`src/rtl/alu_scheduler.sv`:
```
// Two-requester front end for one shared combinational ALU: arbitrates, latches
// the winning request, captures the ALU result and returns it to the winner.
module alu_scheduler #(
    parameter int WIDTH = 32,
    parameter bit RR_EN = 1'b1
) (
    input  logic             clk,
    input  logic             rst,
    input  logic             r0_valid,
    output logic             r0_ready,
    input  logic [WIDTH-1:0] r0_a,
    input  logic [WIDTH-1:0] r0_b,
    input  logic [1:0]       r0_op,
    output logic             r0_rsp_valid,
    input  logic             r0_rsp_ready,
    output logic [WIDTH-1:0] r0_rsp_out,
    input  logic             r1_valid,
    output logic             r1_ready,
    input  logic [WIDTH-1:0] r1_a,
    input  logic [WIDTH-1:0] r1_b,
    input  logic [1:0]       r1_op,
    output logic             r1_rsp_valid,
    input  logic             r1_rsp_ready,
    output logic [WIDTH-1:0] r1_rsp_out,
    output logic [WIDTH-1:0] alu_a,
    output logic [WIDTH-1:0] alu_b,
    output logic [1:0]       alu_op,
    input  logic [WIDTH-1:0] alu_out,
    output logic             busy
);

    typedef enum logic [1:0] {
        IDLE = 2'd0,
        EXEC = 2'd1,
        RESP = 2'd2
    } state_t;

    state_t           state_q, state_d;
    logic             ptr_q, ptr_d;    // 1 = r1 has priority on contention
    logic             gnt_q, gnt_d;    // 1 = r1 owns the transaction in flight
    logic [WIDTH-1:0] a_q, a_d;
    logic [WIDTH-1:0] b_q, b_d;
    logic [1:0]       op_q, op_d;
    logic [WIDTH-1:0] res_q, res_d;
    logic             pick_r1;
    logic             rsp_done;

    always_comb begin
        // NOTE: every signal gets a default before the case so no path can leave one unassigned and infer a latch.
        state_d      = state_q;
        ptr_d        = ptr_q;
        gnt_d        = gnt_q;
        a_d          = a_q;
        b_d          = b_q;
        op_d         = op_q;
        res_d        = res_q;
        r0_ready     = 1'b0;
        r1_ready     = 1'b0;
        r0_rsp_valid = 1'b0;
        r1_rsp_valid = 1'b0;

        pick_r1  = r1_valid && (!r0_valid || (RR_EN && ptr_q));
        rsp_done = gnt_q ? r1_rsp_ready : r0_rsp_ready;

        case (state_q)
            IDLE: begin
                if (r0_valid || r1_valid) begin
                    r0_ready = !pick_r1;
                    r1_ready = pick_r1;
                    gnt_d    = pick_r1;
                    a_d      = pick_r1 ? r1_a  : r0_a;
                    b_d      = pick_r1 ? r1_b  : r0_b;
                    op_d     = pick_r1 ? r1_op : r0_op;
                    state_d  = EXEC;
                end
            end
            EXEC: begin
                res_d   = alu_out;
                state_d = RESP;
            end
            RESP: begin
                r0_rsp_valid = !gnt_q;
                r1_rsp_valid = gnt_q;
                if (rsp_done) begin
                    // The pointer moves only when a response retires, never on a grant.
                    ptr_d   = RR_EN ? !gnt_q : ptr_q;
                    state_d = IDLE;
                end
            end
            default: state_d = IDLE;
        endcase
    end

    always_ff @(posedge clk) begin
        // NOTE: state uses non-blocking assignments so every register samples the pre-edge values together.
        // NOTE: operand and result registers are reset too, because the ALU ports must read zero after reset.
        if (rst) begin
            state_q <= IDLE;
            ptr_q   <= 1'b0;
            gnt_q   <= 1'b0;
            a_q     <= '0;
            b_q     <= '0;
            op_q    <= 2'b00;
            res_q   <= '0;
        end else begin
            state_q <= state_d;
            ptr_q   <= ptr_d;
            gnt_q   <= gnt_d;
            a_q     <= a_d;
            b_q     <= b_d;
            op_q    <= op_d;
            res_q   <= res_d;
        end
    end

    assign alu_a      = a_q;
    assign alu_b      = b_q;
    assign alu_op     = op_q;
    assign r0_rsp_out = res_q;
    assign r1_rsp_out = res_q;
    assign busy       = (state_q != IDLE);

endmodule

```
`config.mk`:
```
export PLATFORM = sky130hd
export DESIGN_NAME = alu_scheduler
export DESIGN_NICKNAME = d
export VERILOG_FILES = /design/src/rtl/alu_scheduler.sv
export SDC_FILE = /design/constraint.sdc
export NUM_CORES = 1
export LEC_CHECK = 0
export ABC_CLOCK_PERIOD_IN_PS = 3800
export CAP_MARGIN = 20
export CORE_ASPECT_RATIO = 1.1
export CORE_MARGIN = 10
export CORE_UTILIZATION = 40
export CTS_BUF_LIST = sky130_fd_sc_hd__clkbuf_2
export DETAILED_ROUTE_END_ITERATION = 6
export PLACE_DENSITY = 0.86
export SLEW_MARGIN = 30
export SYNTH_ARGS = -nofsm -noshare
export SYNTH_HDL_FRONTEND = slang
export SYNTH_SLANG_ARGS = --single-unit
```
`constraint.sdc`:
```
create_clock -name clk -period 3.8 [get_ports clk]
set_clock_uncertainty 0.05 [all_clocks]
set_input_delay 0.57 -clock clk [delete_from_list [all_inputs] [get_ports clk]]
set_output_delay 0.57 -clock clk [all_outputs]
set_load 0.02 [all_outputs]
```
## After elaboration in Yosys (flattened, before gate mapping)

Cells that the tools add are included.

- Register bits after elaboration: 102
- Output and inout port bits: 135
- Word-level logic and storage cells: 35
- Bits of input ports: 170

- Equality and inequality tests: 4
- Mux-type cells: 13
- Reductions and logical operators: 11

Operator list:

| kind | number |
|---|---|
| $mux W32 | 2 |
| $mux W1 | 7 |
| $mux W2 | 3 |
| $pmux W2 S3 | 1 |
| $reduce_and A2 Y1 | 3 |
| $ne A2 B2 Y1 const B | 2 |
| $logic_not A1 Y1 | 3 |
| $eq A2 B1 Y1 const B | 1 |
| $eq A2 B2 Y1 const B | 1 |
| $logic_not A2 Y1 | 1 |
| $logic_or A1 B1 Y1 | 2 |
| $reduce_bool A2 Y1 | 1 |
| $logic_and A1 B1 Y1 | 1 |

## Logic depth before layout (Yosys ltp)

- Depth after elaboration: 6
- Mapped depth: 6
- Gate-level depth less buffers: 4

## Worst setup path after synthesis

OpenSTA, ideal clock, no wires.

- Path type: input port to output port
- Start point: input port r1_valid
- End point: output port r0_ready
- Slack: 1.757 ns
- Required time: 3.180 ns
- Path buffers: 3
- Arrival: 1.423 ns
- Stages: 5
- Path through: buf_4 > a21boi_2 > buf_4 > buf_2 > and2_1

- Word-level cells in the longest chain between the ends: 4
- Elaborated cells on any way between the ends: 5
- Those cells by class: mux: 2; reduce/logical: 3

RTL lines:

| what | line | RTL |
|---|---|---|
| start: declaration | 17 | `input logic r1_valid,` |
| $logic_and A1 B1 Y1 | 62 | `pick_r1 = r1_valid && (!r0_valid \|\| (RR_EN && ptr_q));` |
| $logic_not A1 Y1 | 68 | `r0_ready = !pick_r1;` |
| $mux W1 (*) | 67 | `if (r0_valid \|\| r1_valid) begin` |
| $mux W1 (*) | 65 | `case (state_q)` |
| end: declaration | 10 | `output logic r0_ready,` |

Every way passes the cells marked *; elsewhere a longest branch is shown, timed or not.

## Worst setup path in the final report

- Start point: register state_q[1]
- End point: output port busy

- Word-level cells in the longest chain between the ends: 1

RTL lines:

| what | line | RTL |
|---|---|---|
| start: declaration | 38 | `state_t state_q, state_d;` |
| start signal: assignment | 106 | `state_q <= state_d;` |
| $reduce_bool A2 Y1 | 121 | `assign busy = (state_q != IDLE);` |
| end: declaration | 29 | `output logic busy` |

No other way between the ends.

==> impl_metrics.env <==
export IMPL_grt_pass1_wl_mm=30.0
export IMPL_vias=5574
export IMPL_worst_pin_slew_ps=864
export IMPL_vias_per_cell=5.76
export IMPL_required_ps=3180
export IMPL_setup_violations=0
export IMPL_design_portCount=305
export IMPL_areaGrowthSynthToFinish_pct=61.9
export IMPL_cts_tree="built"
export IMPL_cts_resized=0
export IMPL_rows=41
export IMPL_ys_warn_count=0
export IMPL_drt_pass1_iter_count=5
export IMPL_portBuffers=304
export IMPL_intPower_mw=1.99
export IMPL_clkPwrFrac=0.242
export IMPL_cpPeakStageDelay_ps=760
export IMPL_hold_buffers=0
export IMPL_drt_iter0_markers=532
export IMPL_grt_pass1_vias=5541
export IMPL_place_gp_congestion=0.869
export IMPL_clk_latency_ps=570
export IMPL_antenna_found_initial=1
export IMPL_period_share=0.855
export IMPL_cts_root_buf="clkbuf_2"
export IMPL_finalWirelength_mm=20.2
export IMPL_chipWidth_um=123
export IMPL_drive_above_1_share=0.0380
export IMPL_clk_pin_slew_worst_paths_ps=280
export IMPL_drt_wirelength_per_cell_um=20.9
export IMPL_core_area_mm2=0.0115
export IMPL_htree_levels=3
export IMPL_critPathMaxFanout=50
export IMPL_leakage_nw=2.59
export IMPL_path_cells="nor2_4 > inv_2 > clkdlybuf4s50_1"
export IMPL_cap_violations=0
export IMPL_clock_fmax_mhz=308
export IMPL_yosysSeqAreaShare=0.434
export IMPL_grt_usage=0.227
export IMPL_synth_fp_nets=760
export IMPL_grt_overflow=0
export IMPL_hold_violations=0
export IMPL_crit_type="flip-flop to output pin"
export IMPL_synthCells=590
export IMPL_route_detailed_drc=0
export IMPL_rsz0062_at_grt="no"
export IMPL_ys_types=30
export IMPL_cts_setup_buffers=0
export IMPL_slew_viol_final=0
export IMPL_preCtsSetupSlack_ps=957
export IMPL_synth_avg_cell_area_um2=7.97
export IMPL_layout_nets=982
export IMPL_status="finished clean"
export IMPL_power_frac_seq=0.421
export IMPL_cts_buffers=9
export IMPL_cp_slowest_cell="clkdlybuf4s50_1"
export IMPL_timing_final_ws_setup_ps=552
export IMPL_die_y_um=134
export IMPL_relSlewSlack=0.423
export IMPL_swShare=0.326
export IMPL_ant_nets=0
export IMPL_die_area_mm2=0.0165
export IMPL_grt_start_max_net_pins=103
export IMPL_holdCritPathClass="input pin to flip-flop"
export IMPL_p_sw_mw=0.960
export IMPL_syn_area_mm2=0.00470
export IMPL_start_util=0.409
export IMPL_ys_ff_latch=102
export IMPL_clockBufferDepth=2
export IMPL_fin_setup_tns_ps=0
export IMPL_powerDensity_mw_per_mm2=387
export IMPL_endpoint_kind="output pin"
export IMPL_p_comb_frac=0.337
export IMPL_dpl_hpwl_mm=14.6
export IMPL_clock_sinks=102
export IMPL_arrival_ps=2630
export IMPL_ir_drop_mv=0.216
export IMPL_startpoint_type="flip-flop"
export IMPL_period_minus_slack_ps=3250
-- cell usage after synthesis --
| library cell | n | share of area |
|---|---|---|
| nand3_1 | 67 | 0.071 |
| a21boi_2 | 1 | 0.0024 |
| dfxtp_1 | 102 | 0.43 |
| nor2_2 | 1 | 0.0013 |
| or2_1 | 1 | 0.0013 |
| and2_1 | 1 | 0.0013 |
| nor2_1 | 1 | 0.00080 |
| a311oi_1 | 20 | 0.037 |
| mux2i_1 | 1 | 0.0021 |
| inv_2 | 1 | 0.00080 |
| nand3b_1 | 2 | 0.0032 |
| nor2_4 | 1 | 0.0024 |
| a31oi_1 | 46 | 0.061 |
| buf_6 | 2 | 0.0048 |
| nand2b_1 | 2 | 0.0027 |
| nand4_1 | 46 | 0.061 |
| nand2_1 | 65 | 0.052 |
| and3b_1 | 2 | 0.0037 |
| a21oi_1 | 55 | 0.059 |
| buf_1 | 3 | 0.0024 |
| buf_2 | 30 | 0.032 |
| clkbuf_1 | 27 | 0.022 |
| nor3_1 | 1 | 0.0011 |
| buf_4 | 39 | 0.062 |
| inv_1 | 2 | 0.0016 |
| nor2b_1 | 2 | 0.0027 |
| o21bai_1 | 1 | 0.0016 |
| nor3b_1 | 1 | 0.0016 |
| o21ai_1 | 59 | 0.063 |
| o21ai_0 | 8 | 0.0085 |
-- power by group through the flow --
| stage | registers [mW] | logic [mW] | clock network (mW) |
|---|---|---|---|
| 2_1_floorplan | 1.37 | 0.408 | 0 |
| 3_3_place_gp | 1.25 | 0.973 | 0 |
| 3_5_place_dp | 1.26 | 0.991 | 0 |
| 4_1_cts | 1.24 | 0.995 | 0.721 |
| 5_1_grt | 1.26 | 1.06 | 0.761 |
| 6_report | 1.24 | 0.993 | 0.712 |
-- through the flow --
step	power [mW]	hold WS, ps	cell area, um2	instances	utilization
floorplan	1.78	431	4700	590	-
global placement	2.23	405	7430	951	0.646
detailed placement	2.25	415	7430	951	0.647
CTS	2.96	330	7610	966	0.662
global route	3.07	324	7620	967	0.663
finish	2.95	368	7620	967	0.663
-- final timing paths --
| check | start | endpoint | slack [ps] | cells after the start |
|---|---|---|---|---|
| worst max register to register | state_q[1]$_SDFFE_PP0P_ | alu_b[3]$_SDFFE_PP0P_ | 1620 | 5 |
| worst min-delay path | r1_valid | alu_b[22]$_SDFFE_PP0P_ | 370 | 3 |
| worst min register to register | r0_rsp_out[22]$_SDFFE_PP0N_ | r0_rsp_out[22]$_SDFFE_PP0N_ | 440 | 2 |
| worst max-delay path | state_q[1]$_SDFFE_PP0P_ | busy | 550 | 3 |
-- sequential cells by signal, indices dropped and copies added (netlist names) --
| signal | cells |
|---|---|
| r0_rsp_out | 32 |
| alu_op | 2 |
| alu_b | 32 |
| ptr_q | 1 |
| state_q | 2 |
| gnt_q | 1 |
| alu_a | 32 |
-- critical path: cells and delay by family, from the launching register on --
| family | cells | cell delay, ps |
|---|---|---|
| and+or+nand+nor | 1 | 70 |
| buffers and inverters | 2 | 1390 |
| DFF | 1 | 590 |
-- cells in the final DEF, fill, tap and decap left out, types with 2 or more instances in the layout --
cell,instances
nand2_1,65
a31oi_1,46
a311oi_1,20
and3b_1,2
nand2b_2,2
nand4_1,46
buf_4,8
o21ai_1,59
clkdlybuf4s50_1,302
nand3b_1,2
clkbuf_2,9
o21ai_0,8
bufinv_16,4
nor2_4,2
a21oi_1,55
dfxtp_1,102
nand3_1,67
inv_1,2
-- metal layers --
| layer | wire length [um] | track usage | part of all wire |
|---|---|---|---|
| met5 | 0 | 0 | 0 |
| met4 | 874 | 0.124 | 0.043 |
| met3 | 2100 | 0.0697 | 0.10 |
| met2 | 9870 | 0.382 | 0.49 |
| met1 | 7320 | 0.245 | 0.36 |
-- cell families (layout without fill, tap and decap cells) --
family / after synthesis / count (layout) / synth area share
multiplexers: 1 / 1 / 0.00213
buffers and inverters: 104 / 330 / 0.125
other: 0 / 1 / 0
AND/OR/NAND/NOR: 193 / 193 / 0.206
AO/OA/AOI/OAI: 190 / 190 / 0.232
flip-flops: 102 / 102 / 0.434
-- layout make-up --
cell class / instances / area, um2
clock buffers: 9 / 45.0
well taps: 150 / 188
flip-flops and latches: 102 / 2040
clock inverters: 6 / 133
diodes: 1 / 2.50
multi-input cells: 384 / 2100
inverters: 3 / 11.3
repair buffers: 312 / 3100
fillers: 935 / 3870
Power figures use the tool's default switching activity.
